### src/rtl/mem_port_arbiter_pkg.sv
// ---------------------------------------------------------------------------
// lc3b_types
// Shared types for the LC-3b memory path: word/mask types, the request
// record that the arbiter captures on a grant, and the arbiter FSM states.
// ---------------------------------------------------------------------------
package lc3b_types;

  typedef logic [15:0] lc3b_word;
  typedef logic [1:0]  lc3b_mem_wmask;

  typedef enum logic [1:0] {
    IDLE    = 2'd0,
    SERVE_A = 2'd1,
    SERVE_B = 2'd2
  } lc3b_arb_state;

  // Which requester was granted most recently; used to break ties.
  typedef enum logic {
    PORT_A = 1'b0,
    PORT_B = 1'b1
  } lc3b_arb_port;

  // Registered copy of one requester's transaction. read and write are
  // mutually exclusive once captured (write wins for port B).
  typedef struct packed {
    lc3b_word      address;
    lc3b_word      wdata;
    lc3b_mem_wmask wmask;
    logic          read;
    logic          write;
  } lc3b_mem_req;

  localparam lc3b_mem_req MEM_REQ_NONE = '0;

  // Port B issues a write whenever mem_write_b is high, even if mem_read_b
  // is also high; it only reads when the write strobe is low.
  function automatic lc3b_mem_req make_req_b(input lc3b_word      address,
                                             input lc3b_word      wdata,
                                             input lc3b_mem_wmask wmask,
                                             input logic          read,
                                             input logic          write);
    lc3b_mem_req r;
    r.address = address;
    r.wdata   = wdata;
    r.wmask   = wmask;
    r.write   = write;
    r.read    = read & ~write;
    return r;
  endfunction

  // Port A is fetch only: always a read, no write data.
  function automatic lc3b_mem_req make_req_a(input lc3b_word address);
    lc3b_mem_req r;
    r         = MEM_REQ_NONE;
    r.address = address;
    r.read    = 1'b1;
    return r;
  endfunction

endpackage

### src/rtl/mem_port_arbiter_if.sv
// ---------------------------------------------------------------------------
// mem_port_arbiter_if
// Bundles the two requester ports (A: instruction fetch, B: data) and the
// single physical memory port that the arbiter shares between them.
//
// slave  : arbiter view  - takes requests, returns responses, drives pmem_*
// master : environment view (datapath requesters + physical memory)
// ---------------------------------------------------------------------------
interface mem_port_arbiter_if;
  import lc3b_types::*;

  // port A (read only)
  logic          mem_read_a;
  lc3b_word      mem_address_a;
  logic          mem_resp_a;
  lc3b_word      mem_rdata_a;

  // port B (read/write)
  logic          mem_read_b;
  logic          mem_write_b;
  lc3b_mem_wmask mem_wmask_b;
  lc3b_word      mem_address_b;
  lc3b_word      mem_wdata_b;
  logic          mem_resp_b;
  lc3b_word      mem_rdata_b;

  // physical port
  logic          pmem_read;
  logic          pmem_write;
  lc3b_mem_wmask pmem_wmask;
  lc3b_word      pmem_address;
  lc3b_word      pmem_wdata;
  logic          pmem_resp;
  lc3b_word      pmem_rdata;

  modport slave (
    input  mem_read_a, mem_address_a,
    output mem_resp_a, mem_rdata_a,
    input  mem_read_b, mem_write_b, mem_wmask_b, mem_address_b, mem_wdata_b,
    output mem_resp_b, mem_rdata_b,
    output pmem_read, pmem_write, pmem_wmask, pmem_address, pmem_wdata,
    input  pmem_resp, pmem_rdata
  );

  modport master (
    output mem_read_a, mem_address_a,
    input  mem_resp_a, mem_rdata_a,
    output mem_read_b, mem_write_b, mem_wmask_b, mem_address_b, mem_wdata_b,
    input  mem_resp_b, mem_rdata_b,
    input  pmem_read, pmem_write, pmem_wmask, pmem_address, pmem_wdata,
    output pmem_resp, pmem_rdata
  );

endinterface

### src/rtl/mem_port_arbiter_sat_counter.sv
// ---------------------------------------------------------------------------
// sat_counter
// Event counter that stops at all-ones instead of wrapping.
//
// Ports:
//   clk    in   system clock
//   rst_n  in   synchronous active-low reset, clears the count
//   inc    in   count one event this cycle
//   count  out  current count (CNT_WIDTH bits)
// ---------------------------------------------------------------------------
module sat_counter #(
  parameter int CNT_WIDTH = 16
) (
  input  logic                 clk,
  input  logic                 rst_n,
  input  logic                 inc,
  output logic [CNT_WIDTH-1:0] count
);

  logic at_max;

  assign at_max = &count;

  always_ff @(posedge clk) begin
    if (!rst_n) begin
      count <= '0;
    end else if (inc && !at_max) begin
      count <= count + 1'b1;
    end
  end

endmodule

### src/rtl/mem_port_arbiter.sv
// ---------------------------------------------------------------------------
// mem_port_arbiter
// Shares one physical memory port between the fetch port (A, read only) and
// the MEM-stage data port (B, read/write). One transaction at a time; ties
// are broken round-robin. Responses are routed combinationally from
// pmem_resp to the granted requester.
//
//   state   | meaning
//   --------+---------------------------------------------------------
//   IDLE    | no physical transaction; arbitrate the current requests
//   SERVE_A | pmem_* carries the captured port A read; wait pmem_resp
//   SERVE_B | pmem_* carries the captured port B op;   wait pmem_resp
//
// Ports:
//   clk             in   system clock
//   rst_n           in   synchronous active-low reset
//   bus             --   requester A/B and physical port (slave modport)
//   conflict_count  out  IDLE cycles with both ports requesting (saturating)
//   b_txn_count     out  completed port B transactions (saturating)
// ---------------------------------------------------------------------------
module mem_port_arbiter
  import lc3b_types::*;
#(
  parameter int CNT_WIDTH = 16
) (
  input  logic                 clk,
  input  logic                 rst_n,
  mem_port_arbiter_if.slave    bus,
  output logic [CNT_WIDTH-1:0] conflict_count,
  output logic [CNT_WIDTH-1:0] b_txn_count
);

  lc3b_arb_state state, state_next;
  lc3b_arb_port  last_served;
  lc3b_mem_req   cap_req;

  logic req_a;
  logic req_b;
  logic grant_a;
  logic grant_b;
  logic conflict;
  logic busy;
  logic resp_a;
  logic resp_b;

  // -------------------------------------------------------------------------
  // Next-state / grant decode
  // -------------------------------------------------------------------------
  always_comb begin
    req_a      = bus.mem_read_a;
    req_b      = bus.mem_read_b | bus.mem_write_b;
    conflict   = (state == IDLE) && req_a && req_b;
    grant_a    = 1'b0;
    grant_b    = 1'b0;
    state_next = state;

    unique case (state)
      IDLE: begin
        // On a tie the port that was not served last wins.
        if (req_b && (!req_a || last_served == PORT_A)) begin
          grant_b    = 1'b1;
          state_next = SERVE_B;
        end else if (req_a) begin
          grant_a    = 1'b1;
          state_next = SERVE_A;
        end
      end
      SERVE_A, SERVE_B: begin
        // Always return to IDLE after a completion: the dead cycle keeps a
        // requester still holding its request in its resp cycle from being
        // granted a second time.
        if (bus.pmem_resp) begin
          state_next = IDLE;
        end
      end
      default: state_next = IDLE;
    endcase
  end

  // -------------------------------------------------------------------------
  // State, tie-break flag and captured request
  // -------------------------------------------------------------------------
  always_ff @(posedge clk) begin
    if (!rst_n) begin
      state       <= IDLE;
      last_served <= PORT_A;
      cap_req     <= MEM_REQ_NONE;
    end else begin
      state <= state_next;

      // Requester inputs are only looked at on the grant edge; later
      // changes on them cannot disturb the transaction in flight.
      if (grant_b) begin
        cap_req <= make_req_b(bus.mem_address_b, bus.mem_wdata_b,
                              bus.mem_wmask_b, bus.mem_read_b,
                              bus.mem_write_b);
      end else if (grant_a) begin
        cap_req <= make_req_a(bus.mem_address_a);
      end

      if (resp_a) begin
        last_served <= PORT_A;
      end else if (resp_b) begin
        last_served <= PORT_B;
      end
    end
  end

  // -------------------------------------------------------------------------
  // Physical port: the captured request, or all zero when idle
  // -------------------------------------------------------------------------
  assign busy = (state != IDLE);

  assign bus.pmem_read    = busy & cap_req.read;
  assign bus.pmem_write   = busy & cap_req.write;
  assign bus.pmem_wmask   = busy ? cap_req.wmask   : '0;
  assign bus.pmem_address = busy ? cap_req.address : '0;
  assign bus.pmem_wdata   = busy ? cap_req.wdata   : '0;

  // -------------------------------------------------------------------------
  // Response routing (same cycle as pmem_resp). A pmem_resp in IDLE is
  // dropped because neither serve state is active.
  // -------------------------------------------------------------------------
  assign resp_a = (state == SERVE_A) & bus.pmem_resp;
  assign resp_b = (state == SERVE_B) & bus.pmem_resp;

  assign bus.mem_resp_a  = resp_a;
  assign bus.mem_resp_b  = resp_b;
  assign bus.mem_rdata_a = resp_a ? bus.pmem_rdata : '0;
  assign bus.mem_rdata_b = resp_b ? bus.pmem_rdata : '0;

  // -------------------------------------------------------------------------
  // Arbitration pressure counters
  // -------------------------------------------------------------------------
  sat_counter #(
    .CNT_WIDTH (CNT_WIDTH)
  ) u_conflict_cnt (
    .clk   (clk),
    .rst_n (rst_n),
    .inc   (conflict),
    .count (conflict_count)
  );

  sat_counter #(
    .CNT_WIDTH (CNT_WIDTH)
  ) u_b_txn_cnt (
    .clk   (clk),
    .rst_n (rst_n),
    .inc   (resp_b),
    .count (b_txn_count)
  );

endmodule

### src/flat_wrapper.sv
// flat-port wrapper written by rule: the top's interface ports become plain ports
module mem_port_arbiter_flat import lc3b_types::*;
#(
  parameter int CNT_WIDTH = 16
)
  (clk, rst_n, conflict_count, b_txn_count, bus_mem_read_a, bus_mem_address_a, bus_mem_resp_a, bus_mem_rdata_a, bus_mem_read_b, bus_mem_write_b, bus_mem_wmask_b, bus_mem_address_b, bus_mem_wdata_b, bus_mem_resp_b, bus_mem_rdata_b, bus_pmem_read, bus_pmem_write, bus_pmem_wmask, bus_pmem_address, bus_pmem_wdata, bus_pmem_resp, bus_pmem_rdata);
  mem_port_arbiter_if bus_i ();
  input  logic clk;
  input  logic rst_n;
  output logic [CNT_WIDTH-1:0] conflict_count;
  output logic [CNT_WIDTH-1:0] b_txn_count;
  input wire logic [$bits(bus_i.mem_read_a)-1:0] bus_mem_read_a;
  input wire logic [$bits(bus_i.mem_address_a)-1:0] bus_mem_address_a;
  output wire logic [$bits(bus_i.mem_resp_a)-1:0] bus_mem_resp_a;
  output wire logic [$bits(bus_i.mem_rdata_a)-1:0] bus_mem_rdata_a;
  input wire logic [$bits(bus_i.mem_read_b)-1:0] bus_mem_read_b;
  input wire logic [$bits(bus_i.mem_write_b)-1:0] bus_mem_write_b;
  input wire logic [$bits(bus_i.mem_wmask_b)-1:0] bus_mem_wmask_b;
  input wire logic [$bits(bus_i.mem_address_b)-1:0] bus_mem_address_b;
  input wire logic [$bits(bus_i.mem_wdata_b)-1:0] bus_mem_wdata_b;
  output wire logic [$bits(bus_i.mem_resp_b)-1:0] bus_mem_resp_b;
  output wire logic [$bits(bus_i.mem_rdata_b)-1:0] bus_mem_rdata_b;
  output wire logic [$bits(bus_i.pmem_read)-1:0] bus_pmem_read;
  output wire logic [$bits(bus_i.pmem_write)-1:0] bus_pmem_write;
  output wire logic [$bits(bus_i.pmem_wmask)-1:0] bus_pmem_wmask;
  output wire logic [$bits(bus_i.pmem_address)-1:0] bus_pmem_address;
  output wire logic [$bits(bus_i.pmem_wdata)-1:0] bus_pmem_wdata;
  input wire logic [$bits(bus_i.pmem_resp)-1:0] bus_pmem_resp;
  input wire logic [$bits(bus_i.pmem_rdata)-1:0] bus_pmem_rdata;
  assign bus_i.mem_read_a = bus_mem_read_a;
  assign bus_i.mem_address_a = bus_mem_address_a;
  assign bus_mem_resp_a = bus_i.mem_resp_a;
  assign bus_mem_rdata_a = bus_i.mem_rdata_a;
  assign bus_i.mem_read_b = bus_mem_read_b;
  assign bus_i.mem_write_b = bus_mem_write_b;
  assign bus_i.mem_wmask_b = bus_mem_wmask_b;
  assign bus_i.mem_address_b = bus_mem_address_b;
  assign bus_i.mem_wdata_b = bus_mem_wdata_b;
  assign bus_mem_resp_b = bus_i.mem_resp_b;
  assign bus_mem_rdata_b = bus_i.mem_rdata_b;
  assign bus_pmem_read = bus_i.pmem_read;
  assign bus_pmem_write = bus_i.pmem_write;
  assign bus_pmem_wmask = bus_i.pmem_wmask;
  assign bus_pmem_address = bus_i.pmem_address;
  assign bus_pmem_wdata = bus_i.pmem_wdata;
  assign bus_i.pmem_resp = bus_pmem_resp;
  assign bus_i.pmem_rdata = bus_pmem_rdata;
  mem_port_arbiter #(.CNT_WIDTH(CNT_WIDTH)) u_core (.clk(clk), .rst_n(rst_n), .bus(bus_i), .conflict_count(conflict_count), .b_txn_count(b_txn_count));
endmodule
### config.mk
export PLATFORM = sky130hd
export DESIGN_NAME = mem_port_arbiter_flat
export DESIGN_NICKNAME = d
export VERILOG_FILES = /design/src/rtl/mem_port_arbiter_pkg.sv /design/src/rtl/mem_port_arbiter_if.sv /design/src/rtl/mem_port_arbiter_sat_counter.sv /design/src/rtl/mem_port_arbiter.sv /design/src/flat_wrapper.sv
export SDC_FILE = /design/constraint.sdc
export NUM_CORES = 1
export LEC_CHECK = 0
export BUFFER_PORTS_ARGS = -buffer_cell sky130_fd_sc_hd__buf_2
export CAP_MARGIN = 30
export CORE_MARGIN = 1
export CORE_UTILIZATION = 26
export CTS_BUF_LIST = sky130_fd_sc_hd__clkbuf_2
export CTS_CLUSTER_SIZE = 20
export DETAILED_ROUTE_END_ITERATION = 7
export SLEW_MARGIN = 20
export SYNTH_ARGS = -nofsm -noshare
export SYNTH_HDL_FRONTEND = slang
export SYNTH_SLANG_ARGS = --single-unit
### constraint.sdc
create_clock -name clk -period 2.7 [get_ports clk]
set_input_delay 0.54 -clock clk [delete_from_list [all_inputs] [get_ports clk]]
set_output_delay 0.54 -clock clk [all_outputs]
set_load 0.01 [all_outputs]
==> run metrics <==
ys async rst share 0%; All-Layer GR Usage 15.6%; Layout area overhead 31.3%; Worst EP required 2.16 ns; first-pass GRT wire length 17.9 mm; Worst R2R Setup Slack 0.67 ns; clk sinks about 70; vias per cell 5.04; Filler cells 1503; prevailing post-synth register cell dfxtp_1; Congestion Overflow GR 0; Worst Reg-to-Reg Cells 7; Max-Cap Viols 0; row count between 40 and 50; most frequent cell after synthesis dfxtp_1; Syn. warnings 0; Leak approximately 2.2 nW; crit-path max cell delay around 0.4 ns; Num CTS Buffers 9; Skew-Pair Late Insertion Delay 0.55 ns; Die Y 121 um; clock buffer depth 2; total design power between 0.002 and 0.0025 W; RSZ-0062 raised after global routing false; Avg WL per Cell approximately 14 um; Final Max Slew Viols 0; area of the multi-input gates 2060 um2; EDFF count, synth 0; Hold Fails Final Rpt 0; vias in the first global route 3599; DP HPWL just over 8 mm; top post-synthesis cells by count 71 x dfxtp_1, 37 x nand2_1, 37 x nor2b_1; Worst Slack Setup Final roughly 0.29 ns; crit start category flop; chip width around 120 um; pwr/cell area 504 nW/um2; DR DRC count 0; leading area contributor after synthesis dfxtp_1; register area share after synthesis 38.9%; # nets final around 670; outcome finished, final reports clean; reg2reg end u_core.u_b_txn_cnt.count[13]$_SDFFE_PN0P_; Mapped Area 3650 um2; register area around 1400 um2; Placer Congestion between 0.7 and 0.8; crit path launch u_core.state[0]$_SDFFE_PN0P_; fraction of layout cells with a size suffix above 1 35.4%; unique cell type count in the Yosys netlist 51; R2R Path Start u_core.state[0]$_SDFFE_PN0P_; Setup-failing EPs final 0; buffers added on ports 173; pin count of the biggest net entering global routing 38; worst hold path class input pin to flop; fin cells 775; Worst-Margin Slew 0.810 ns; type of the worst setup path flop to output port; Cells after Synth 435; Initial Util 27.1%; post-route setup TNS 0 ns; CTS Hold Buffers Added 0; largest cells by area after synthesis dfxtp_1 39%, nor2b_1 6.3%, and3_1 6.0%; antenna cell count 0; clk root buf clkbuf_2; FMAX ~0.41 GHz; CP endpoint bus_pmem_wdata[3]; via count 3905; CP max stage cell dfxtp_1; Arr. time, crit path 1.87 ns; Crit. End Element output port; dpl cells 760; Clock transition at path regs roughly 0.19 ns; DRT Pass-1 Iters 7; Setup Skew 0.0218 ns; Slew headroom between 40% and 50%; Worst Path Max Fanout 27; Die Area ~15000 um2; Final min period 2.41 ns; Avg Inst Size Synth 8.40 um2; CTS tree done; initial antenna violation count 0; Std-Cell Core Area about 13000 um2; Synth top area share 38.9%; Synthesized Nets 512; 1st-iter DRT viols roughly 180; IR Drop Worst-Case VDD approximately 220 uV; Post-Route WL 11.2 mm; CP Cell Sequence inv_1 -> ha_2 -> buf_4 -> nor2b_1 -> buf_2; Post-Place Worst Slack 0.499 ns; antenna-violating nets left 0; #FFs+latches synth between 70 and 80; Final Cycle Share roughly 89%; Ports around 170; H-tree depth 3
[metrics by stage]
step                hold slack, ns  cell area, um2  util (%)
finish                       0.233            4800      35.6
global route                 0.136            4800      35.6
CTS                          0.143            4790      35.6
detailed placement           0.440            4670      34.7
global placement             0.437            4640      34.5
floorplan                    0.427            3650         -
[area by class of cell]
type	count	area share, %
multi-input combinational	324	42.9
sequential	71	29.6
timing repair buffer	182	19.7
tap	176	4.59
clock inverter	5	1.54
clock buffer	10	1.04
inverter	7	0.548
[what timing repair did]
item,4_1_cts,5_1_grt
resized for setup,0,1
setup endpoints to repair,0,1
buffers inserted,0,0
[sequential cells by signal (all words and copies together) (netlist names)]
signal,count
u_core.cap_req,36
u_core.u_b_txn_cnt.count,16
u_core.u_conflict_cnt.count,16
u_core.state,2
u_core.last_served,1
[report_power, final]
group / internal (W) / switching (W)
Sequential: 0.00113 / 0.0000400
Clock: 0.000300 / 0.000376
Combinational: 0.000236 / 0.000343
[worst max-delay path: cells and delay by family, from the launching register on]
family                   cells  cell delay, ns
flip-flops                   1            0.41
AND/OR/NAND/NOR              1            0.21
buffers and inverters        3            0.48
adder cells (fa/ha/maj)      1            0.23
[metal layers]
metal  part of all wire [%]  up-vias  track usage (%)
met5                      0        -                0
li1                       -     1945                -
met3                    5.8       14             4.86
met1                     46     1837             19.6
met4                    1.2        0             4.78
met2                     47      109             25.5
[kinds of logic after synthesis]
kind of cell	share of synthesized area (%)
flops	38.9
simple gates	31.2
buf+inv	5.17
xor+xnor	0.240
fa+ha+maj	1.71
mux	1.37
compound gates	21.4
[worst min-delay path by stage]
stage	from	to	slack [ns]	cells past startpoint
6_report	bus_mem_wdata_b[3]	u_core.cap_req[7]$_SDFFE_PN0P_	0.23	3
5_1_grt	bus_mem_wdata_b[9]	u_core.cap_req[13]$_SDFFE_PN0P_	0.14	3
4_1_cts	bus_mem_wdata_b[3]	u_core.cap_req[7]$_SDFFE_PN0P_	0.14	3
3_5_place_dp	u_core.cap_req[26]$_SDFFE_PN0P_	u_core.cap_req[26]$_SDFFE_PN0P_	0.44	2
3_3_place_gp	u_core.cap_req[22]$_SDFFE_PN0P_	u_core.cap_req[22]$_SDFFE_PN0P_	0.44	2
2_1_floorplan	u_core.cap_req[20]$_SDFFE_PN0P_	u_core.cap_req[20]$_SDFFE_PN0P_	0.43	2
[cells in the final DEF, fill, tap and decap left out, types with 3 or more instances in the layout]
| master | n |
|---|---|
| a21oi_1 | 35 |
| a22oi_1 | 19 |
| a31oi_1 | 3 |
| and3_1 | 35 |
| and4_1 | 6 |
| buf_2 | 173 |
| buf_4 | 8 |
| clkbuf_2 | 10 |
| dfxtp_1 | 71 |
| ha_1 | 3 |
| inv_1 | 5 |
| mux2i_1 | 5 |
| nand2_1 | 37 |
| nand3_1 | 11 |
| nand4_1 | 11 |
| nor2_1 | 26 |
| nor2b_1 | 37 |
| nor3_1 | 8 |
| nor4_1 | 5 |
| o21ai_0 | 9 |
| o221ai_1 | 16 |
| o31ai_1 | 9 |
| o41ai_1 | 3 |
| or3_1 | 5 |
| or4_1 | 9 |
(Power assumes the default switching activity.)
